<file path="config.mk">
export PLATFORM = sky130hd
export DESIGN_NAME = if_fetch_unit_flat
export DESIGN_NICKNAME = d
export VERILOG_FILES = /design/src/rtl/if_pkg.sv /design/src/rtl/if_fetch_unit_if.sv /design/src/rtl/if_id_reg.sv /design/src/rtl/if_fetch_unit.sv /design/src/flat_wrapper.sv
export SDC_FILE = /design/constraint.sdc
export NUM_CORES = 1
export LEC_CHECK = 0
export BUFFER_PORTS_ARGS = -buffer_cell sky130_fd_sc_hd__buf_4
export CAP_MARGIN = 20
export CORE_MARGIN = 10
export CORE_UTILIZATION = 46
export DETAILED_ROUTE_END_ITERATION = 12
export GPL_TIMING_DRIVEN = 0
export PLACE_DENSITY = 0.84
export SYNTH_ARGS = -nofsm -noshare
export SYNTH_HDL_FRONTEND = slang
export SYNTH_SLANG_ARGS = --single-unit
</file>
<file path="constraint.sdc">
create_clock -name clk -period 4.6 [get_ports clk]
set_clock_uncertainty 0.1 [all_clocks]
set_input_delay 0 -clock clk [delete_from_list [all_inputs] [get_ports clk]]
set_output_delay 0 -clock clk [all_outputs]
set_load 0.05 [all_outputs]
</file>
<file path="src/rtl/if_pkg.sv">
// Shared types and constants for the LEGv8 instruction-fetch stage.
package if_pkg;

    typedef enum logic [1:0] {
        BOOT,
        RUN,
        HALT
    } fetch_state_t;

    localparam int          PC_STEP            = 4;
    localparam logic [31:0] HALT_INSTR_DEFAULT = 32'hb400001f;
    localparam logic [31:0] BUBBLE_INSTR       = 32'h0;

endpackage

</file>
<file path="src/rtl/if_fetch_unit_if.sv">
// Instruction-memory read bus: fetch drives the word address, imem returns the word.
interface if_fetch_unit_if #(
    parameter int ADDR_W = 6
);

    logic [ADDR_W-1:0] addr;
    logic [31:0]       q;

    modport master (output addr, input q);
    modport slave  (input addr, output q);

endinterface

</file>
<file path="src/rtl/if_id_reg.sv">
// IF/ID pipeline register: async reset, hold when not enabled, sync flush to a bubble.
module if_id_reg
    import if_pkg::*;
#(
    parameter int N = 64
) (
    input  logic         clk,
    input  logic         reset,
    input  logic         en,
    input  logic         flush,
    input  logic [N-1:0] load_pc,
    input  logic [31:0]  load_instr,
    output logic [N-1:0] pc,
    output logic [31:0]  instr,
    output logic         valid
);

    always_ff @(posedge clk or posedge reset) begin
        if (reset) begin
            pc    <= '0;
            instr <= BUBBLE_INSTR;
            valid <= 1'b0;
        end else if (flush) begin
            pc    <= '0;
            instr <= BUBBLE_INSTR;
            valid <= 1'b0;
        end else if (en) begin
            pc    <= load_pc;
            instr <= load_instr;
            valid <= 1'b1;
        end
    end

endmodule

</file>
<file path="src/rtl/if_fetch_unit.sv">
// LEGv8 fetch stage: owns the PC, reads imem, fills IF/ID; handles stall, redirect, halt.
module if_fetch_unit
    import if_pkg::*;
#(
    parameter int          N          = 64,
    parameter int          ADDR_W     = 6,
    parameter logic [31:0] HALT_INSTR = HALT_INSTR_DEFAULT
) (
    input  logic            clk,
    input  logic            reset,
    input  logic            stall,
    input  logic            br_taken,
    input  logic [N-1:0]    br_target,
    if_fetch_unit_if.master imem,
    output logic [N-1:0]    pc,
    output logic [N-1:0]    pc_if_id,
    output logic [31:0]     instr_if_id,
    output logic            valid_if_id,
    output logic            halted
);

    fetch_state_t state, state_n;
    logic [N-1:0] pc_n;
    logic [N-1:0] target;
    logic         load;
    logic         flush;
    logic         unused_target_bits;

    assign target             = {br_target[N-1:2], 2'b00};
    assign unused_target_bits = ^br_target[1:0];
    assign imem.addr          = pc[ADDR_W+1:2];
    assign halted             = (state == HALT);

    always_ff @(posedge clk or posedge reset) begin
        if (reset) begin
            state <= BOOT;
            pc    <= '0;
        end else begin
            state <= state_n;
            pc    <= pc_n;
        end
    end

    // Redirect beats stall in every state except BOOT, which ignores both.
    always_comb begin
        state_n = state;
        pc_n    = pc;
        load    = 1'b0;
        flush   = 1'b0;
        unique case (state)
            BOOT: begin
                flush   = 1'b1;
                state_n = RUN;
            end
            RUN: begin
                if (br_taken) begin
                    pc_n  = target;
                    flush = 1'b1;
                end else if (!stall) begin
                    load = 1'b1;
                    if (imem.q == HALT_INSTR) begin
                        state_n = HALT;
                    end else begin
                        pc_n = pc + N'(PC_STEP);
                    end
                end
            end
            HALT: begin
                if (br_taken) begin
                    pc_n    = target;
                    flush   = 1'b1;
                    state_n = RUN;
                end else if (!stall) begin
                    flush = 1'b1;
                end
            end
            default: begin
                state_n = BOOT;
            end
        endcase
    end

    if_id_reg #(
        .N(N)
    ) u_if_id (
        .clk        (clk),
        .reset      (reset),
        .en         (load),
        .flush      (flush),
        .load_pc    (pc),
        .load_instr (imem.q),
        .pc         (pc_if_id),
        .instr      (instr_if_id),
        .valid      (valid_if_id)
    );

endmodule

</file>
<file path="src/flat_wrapper.sv">
// flat-port wrapper written by rule: the top's interface ports become plain ports
module if_fetch_unit_flat import if_pkg::*;
#(
    parameter int          N          = 64,
    parameter int          ADDR_W     = 6,
    parameter logic [31:0] HALT_INSTR = HALT_INSTR_DEFAULT
)
  (clk, reset, stall, br_taken, br_target, pc, pc_if_id, instr_if_id, valid_if_id, halted, imem_addr, imem_q);
  if_fetch_unit_if #(.ADDR_W(ADDR_W)) imem_i ();
  input  logic clk;
  input  logic reset;
  input  logic stall;
  input  logic br_taken;
  input  logic [N-1:0] br_target;
  output logic [N-1:0] pc;
  output logic [N-1:0] pc_if_id;
  output logic [31:0] instr_if_id;
  output logic valid_if_id;
  output logic halted;
  output wire logic [$bits(imem_i.addr)-1:0] imem_addr;
  input wire logic [$bits(imem_i.q)-1:0] imem_q;
  assign imem_addr = imem_i.addr;
  assign imem_i.q = imem_q;
  if_fetch_unit #(.N(N), .ADDR_W(ADDR_W), .HALT_INSTR(HALT_INSTR)) u_core (.clk(clk), .reset(reset), .stall(stall), .br_taken(br_taken), .br_target(br_target), .imem(imem_i), .pc(pc), .pc_if_id(pc_if_id), .instr_if_id(instr_if_id), .valid_if_id(valid_if_id), .halted(halted));
endmodule
</file>
==> impl_metrics.yaml, run 1 <==
flow_run:
  cap_viol_max_count: 0
critical_path:
  endpoint: "u_core.pc[4]"
  reg2reg_to: "u_core.pc[4]"
  rrSetupSlack_ps: 970
  end_kind: "flop"
  r2r_cells: 8
  critPathRequiredTime_ps: 4820
  startpoint: "u_core.state[1]"
  start_kind: "flop"
  rr_startpoint: "u_core.state[1]"
  arrival_ps: 3850
  cp_max_fo: 10
  path_class: "flop to flop"
place:
  io_buffers: 263
  preCtsSetupSlack_ps: 1371
  dp_cells: 1470
  hpwl_mm: 24.06
  gp_congestion: 0.9742
timing:
  fin_ws_ps: 966.8
  min_period_ps: 3633
  fin_crit_sh: 0.7898
  tightest_slew_ps: 1037
  fmax_ghz: 0.2752
  whs_ps: 11.62
  finalHoldViolCount: 0
  slew_violations: 0
  grt_setup_unrepaired: "no"
  setup_violations: 0
  slew_headroom: 0.3040
logic_synthesis:
  yosys_register_bits: 160
  yosysWarningCount: 0
  synthXorXnorAreaFrac: 0
  syn-cell-area_sq_um: 8215
  syn_inst: 980
  synth_edf_count: 0
  synth_fa_ha_area_frac: 0.001523
  ys.flop_type: "dfrtp_1"
  synthArstFlopShare: 1.000
  seq_area_frac_synth: 0.4874
  synthTopCellsByArea: "dfrtp_1 49%, nand2_1 12%, a21oi_1 6.3%"
  synth_mux_area_frac: 0.003807
  synth_compound_area_frac: 0.2147
  yosys.area_share.simple: 0.2454
  synth_top_cell_by_area: "dfrtp_1"
  ys_types: 62
  synth_top_family_by_area: "simple AND/OR/NAND/NOR gates"
  avgSynthCellArea_sq_um: 8.383
  yosysTopAreaCellShare: 0.4874
routing:
  first_pass_iters: 6
  drc: 0
  drt_iter0_drc: 1093
  wl_per_cell_um: 22.00
  vias: 9598
  wl_mm: 35.28
  viasPerCell: 5.984
  antenna_left: 0
cells_and_area:
  nFillCells: 1331
  multi_input_area_sq_um: 3831
  layoutNonFillerInstCount: 1604
  layout-drive-gt1-share: 0.2418
  syn2layout_area_growth_pct: 47.43
  ff_latch_area_sq_um: 4004
  final_nets: 1465
hold_path:
  worstHoldPathType: "input port to async pin"
floorplan:
  die_y_um: 153.6
  rows: 48
  io_pins: 268
  die_area_sq_um: 23610
  initial_core_util: 0.4717
  die_w_um: 153.6
  coreArea_sq_um: 17420
power_and_ir_drop:
  power_mw: 4.604
  ir_worst_vdd_uv: 291.4
  power_density_nw_per_um2: 380.2
  p_leak_nw: 5.396
global_route:
  overflow: 0
  grt_max_degree: 111
  grtUsageTotal: 0.2860
  grt_pass1_vias: 9822
  grt_pass1_wl_mm: 54.97
  antenna_found_initial: 2
clock_tree:
  clockRootBuffer: "clkbuf_16"
  clkSinkCount: 160
  path_clk_slew_ps: 70
  cts_buffer_depth: 2
  tritoncts: "yes"
  cts-buffers-inserted: 17
  htree_levels: 4
  insertion_delay_ps: 440
status:
  outcome: "finished clean"
## layer usage
metal  up-vias  global-route usage  share of wire
li1       4250                   -              -
met1      4569              0.3443           0.38
met2       651              0.4641           0.48
met3       128             0.08591           0.10
met4         0              0.1260          0.042
met5         -                   0              0
## power breakdown
part	switching, mW	internal [mW]
Clock	0.659	0.819
Sequential	0.178	1.54
Combinational	0.959	0.451
## repair_timing
item	4_1_cts	5_1_grt
hold endpoints to repair	256	0
gates resized for setup	0	0
hold buffers	99	0
setup buffers	0	0
## through the flow
step           setup TNS (ps)  cell area [sq um]    util
4_1_cts                     0              12100  0.6948
6_report                    0              12110  0.6954
2_1_floorplan               0               8219       -
5_1_grt                     0              12110  0.6954
3_3_place_gp          -286820              10480  0.6014
3_5_place_dp                0              10510  0.6034
## how the worst min path moves through the flow
stage              start                      end
2_1_floorplan  imem_q[0]  u_core.u_if_id.instr[0]
3_3_place_gp   imem_q[6]  u_core.u_if_id.instr[6]
3_5_place_dp       reset     u_core.u_if_id.pc[7]
4_1_cts            reset     u_core.u_if_id.pc[7]
5_1_grt            reset     u_core.u_if_id.pc[7]
6_report           reset     u_core.u_if_id.pc[7]
## layout by cell type, fill, tap and decap left out, types with 4 or more instances in the layout
master	synthesis	routed
buf_4	10	273
nand2_1	255	255
dfrtp_1	160	160
a21oi_1	104	104
o21ai_0	100	100
dlygate4sd3_1	0	99
clkbuf_1	63	63
nor2_1	41	41
nand3_1	32	32
o22ai_1	25	25
nand4_1	24	24
clkbuf_16	0	17
o22a_1	12	12
nor4_1	10	10
inv_1	11	10
nor3_1	10	10
or3_1	9	9
a31oi_1	9	9
and3_1	8	8
a2bb2oi_1	7	7
and4_1	5	5
o211ai_1	5	5
buf_2	3	4
o21a_1	4	4
a22o_1	4	4
inv_8	0	4
inv_6	0	4
## layout make-up
| type | count | share of cell area |
|---|---|---|
| clock inverter | 15 | 0.01446 |
| antenna | 2 | 0.0004132 |
| sequential | 160 | 0.3306 |
| multi-input combinational | 730 | 0.3163 |
| clock buffer | 17 | 0.03512 |
| tap | 225 | 0.02324 |
| timing repair buffer | 364 | 0.2475 |
| buffer | 80 | 0.02831 |
| inverter | 11 | 0.004029 |
## synth_stat cells (all sizes together), types with 3 or more instances
cell type	count
a21oi	104
a22o	4
a2bb2oi	7
a31o	3
a31oi	9
and2	3
and3	8
and4	5
buf	16
clkbuf	64
dfrtp	160
inv	11
nand2	255
nand3	34
nand4	28
nor2	41
nor2b	3
nor3	11
nor4	15
o211ai	6
o21a	4
o21ai	101
o22a	12
o22ai	25
o2bb2a	3
o41a	3
or2	3
or3	9
or4	4
## registers in the layout (all words and copies together) (netlist names)
| signal | count |
|---|---|
| u_core.state | 2 |
| u_core.u_if_id.valid | 1 |
| u_core.u_if_id.pc | 63 |
| u_core.u_if_id.instr | 32 |
| u_core.pc | 62 |
## critical path: stages (launching register included)
cell	delay (ps)
dfrtp_1	400
nor2b_1	140
clkbuf_1	360
o21ai_0	190
o21ai_1	580
clkbuf_1	480
clkbuf_1	540
a21oi_1	130
dlygate4sd3_1	590
## kinds of logic after synthesis
logic type | after synthesis
AOI/OAI and AO/OA | 299
adders and majority gates | 1
buffers and inverters | 91
DFF | 160
muxes | 3
other | 1
and+or+nand+nor | 425
(Power assumes the default switching activity.)
==> run 2: changes to the inputs <==
--- a/config.mk
+++ b/config.mk
@@ -5,13 +5,14 @@
 export SDC_FILE = /design/constraint.sdc
 export NUM_CORES = 1
 export LEC_CHECK = 0
+export ABC_AREA = 1
 export BUFFER_PORTS_ARGS = -buffer_cell sky130_fd_sc_hd__buf_4
 export CAP_MARGIN = 20
 export CORE_MARGIN = 10
-export CORE_UTILIZATION = 46
+export CORE_UTILIZATION = 48
 export DETAILED_ROUTE_END_ITERATION = 12
 export GPL_TIMING_DRIVEN = 0
-export PLACE_DENSITY = 0.84
+export PLACE_DENSITY = 0.86
 export SYNTH_ARGS = -nofsm -noshare
 export SYNTH_HDL_FRONTEND = slang
 export SYNTH_SLANG_ARGS = --single-unit
==> constraint.sdc (replaced) <==
create_clock -name clk -period 3.3 [get_ports clk]
set_clock_uncertainty 0.1 [all_clocks]
set_input_delay 0 -clock clk [delete_from_list [all_inputs] [get_ports clk]]
set_output_delay 0 -clock clk [all_outputs]
set_load 0.05 [all_outputs]
==> impl_metrics.yaml, run 2 <==
status:
  outcome: "finished clean"
routing:
  first_pass_iters: 6
  wl_mm: 43.87
  vias: 11390
  wl_per_cell_um: 21.83
  viasPerCell: 5.666
  drc: 0
  antenna_left: 0
  drt_iter0_drc: 1207
logic_synthesis:
  syn_inst: 1348
  syn-cell-area_sq_um: 9229
  synth.top_cells.by_count: "422 x nand2_1, 212 x nand3_1, 201 x nor2_1"
  synthTopCellsByArea: "dfrtp_1 43%, nand2_1 17%, nand3_1 11%"
  ys_types: 29
  synthArstFlopShare: 1.000
  synth_top_cell_by_area: "dfrtp_1"
  yosysMostFrequentCell: "nand2_1"
  synth_edf_count: 0
  yosysWarningCount: 0
  seq_area_frac_synth: 0.4338
  yosys_register_bits: 160
  avgSynthCellArea_sq_um: 6.846
  ys.flop_type: "dfrtp_1"
  yosysTopAreaCellShare: 0.4338
critical_path:
  rr_startpoint: "u_core.state[0]"
  critPathTopFamily: "buffers and inverters"
  critPathRequiredTime_ps: 3530
  cp_num_buf_inv: 3
  arrival_ps: 2810
  reg2reg_to: "u_core.u_if_id.pc[3]"
  path_depth: 7
  cp_cell_sequence: "inv_1 > nor2_1 > nand2_1 > clkbuf_1 > clkbuf_1 > nand3_1 > o21ai_0"
  cp_max_fo: 10
  cpMostUsedCell: "clkbuf_1"
  rrSetupSlack_ps: 730
  r2r_cells: 7
  end_kind: "flop"
  startpoint: "u_core.state[0]"
  cpPeakStageDelay_ps: 720
  start_kind: "flop"
  crit_slowest_cell: "clkbuf_1"
  path_class: "flop to flop"
cells_and_area:
  final_cell_mix: "422 x nand2_1, 272 x buf_4, 212 x nand3_1"
  nFillCells: 1535
  layout-drive-gt1-share: 0.2022
  syn2layout_area_growth_pct: 43.03
  layoutNonFillerInstCount: 2010
  reg_top3: "u_core.u_if_id.pc: 63 flops, u_core.pc: 62 flops, u_core.u_if_id.instr: 32 flops"
  final_nets: 1834
  regMostFlops: "u_core.u_if_id.pc"
  largest_register_ff_count: 63
  layout_commonest_cell: "nand2_1"
place:
  dp_cells: 1876
  preCtsSetupSlack_ps: 865.1
  gp_congestion: 0.9913
  io_buffers: 263
  hpwl_mm: 32.70
clock_tree:
  clkSinkCount: 160
  cts_buffer_depth: 2
  cts_resized: 0
  cts-buffers-inserted: 17
  insertion_delay_ps: 440
  clockRootBuffer: "clkbuf_16"
  tritoncts: "yes"
  path_clk_slew_ps: 70
  htree_levels: 4
  cts_setup_buffers: 0
power_and_ir_drop:
  ir_worst_vdd_uv: 401.5
  power_mw: 7.643
  power_density_nw_per_um2: 579.0
  p_leak_nw: 6.741
floorplan:
  io_pins: 268
  initial_core_util: 0.4901
  rows: 50
  die_y_um: 158.7
  die_area_sq_um: 25170
  coreArea_sq_um: 18830
  die_w_um: 158.7
timing:
  slew_headroom: 0.3643
  finalHoldViolCount: 0
  fmax_ghz: 0.3889
  slew_violations: 0
  fin_crit_sh: 0.7791
  min_period_ps: 2571
  grt_setup_unrepaired: "no"
  setup_violations: 0
  tightest_slew_ps: 953.6
  finalSetupTns_ps: 0
  fin_ws_ps: 728.9
global_route:
  grt_max_degree: 40
  grt_pass1_vias: 11180
  overflow: 0
  antenna_found_initial: 4
  grtUsageTotal: 0.3417
  grt_pass1_wl_mm: 65.25
flow_run:
  cap_viol_max_count: 0
hold_path:
  worstHoldPathType: "input port to async pin"
run 2: what timing repair did:
action,4_1_cts,5_1_grt
hold endpoints to repair,184,0
setup endpoints to repair,0,0
hold buffers,98,0
run 2: routing by layer:
metal	up-vias	global-route usage	routed length (um)
met3	135	0.08122	4919
met1	5397	0.4227	16700
met4	0	0.1548	1951
met5	-	0	0
met2	747	0.5554	20300
li1	5109	-	-
run 2: where the power goes:
group          total (mW)  internal, mW  switching (mW)
clock network        2.08          1.15           0.925
registers            2.66          2.24           0.421
logic                2.91         0.846            2.06
total                7.64          4.24            3.41
run 2: cell families after synthesis:
logic type	after synthesis	share of synthesized area
other cells	1	0.0004063
buf+inv	168	0.07484
flops	160	0.4338
fa+ha+maj	1	0.001356
compound gates	115	0.06372
simple gates	888	0.4116
xor+xnor	15	0.01424
run 2: worst max path at each step:
| stage | endpoint |
|---|---|
| 2_1_floorplan | u_core.pc[52] |
| 3_3_place_gp | u_core.pc[50] |
| 3_5_place_dp | u_core.u_if_id.pc[2] |
| 4_1_cts | u_core.u_if_id.pc[11] |
| 5_1_grt | u_core.u_if_id.pc[3] |
| 6_report | u_core.u_if_id.pc[3] |
run 2: worst min-delay path: cells and delay by family:
family | cells | cell delay [ps]
buffers and inverters | 3 | 1050
run 2: final cells by class:
type	instances	area, sq um	area share
multi-input cells	1021	4538	0.3438
flip-flops and latches	160	4004	0.3033
repair buffers	365	3035	0.2300
clock buffers	20	446.7	0.03384
inverters	98	371.6	0.02815
well taps	260	325.3	0.02464
plain buffers	70	322.8	0.02445
clock inverters	12	146.4	0.01109
diodes	4	10.01	0.0007583
run 2: stage by stage:
| step | util | area (sq um) | hold WS, ps |
|---|---|---|---|
| 6_report | 0.7010 | 13200 | 65.45 |
| 3_5_place_dp | 0.6169 | 11620 | -22.15 |
| 4_1_cts | 0.7005 | 13190 | 81.82 |
| 5_1_grt | 0.7010 | 13200 | 124.8 |
| 3_3_place_gp | 0.6126 | 11540 | 141.5 |
| 2_1_floorplan | - | 9236 | 8.480 |
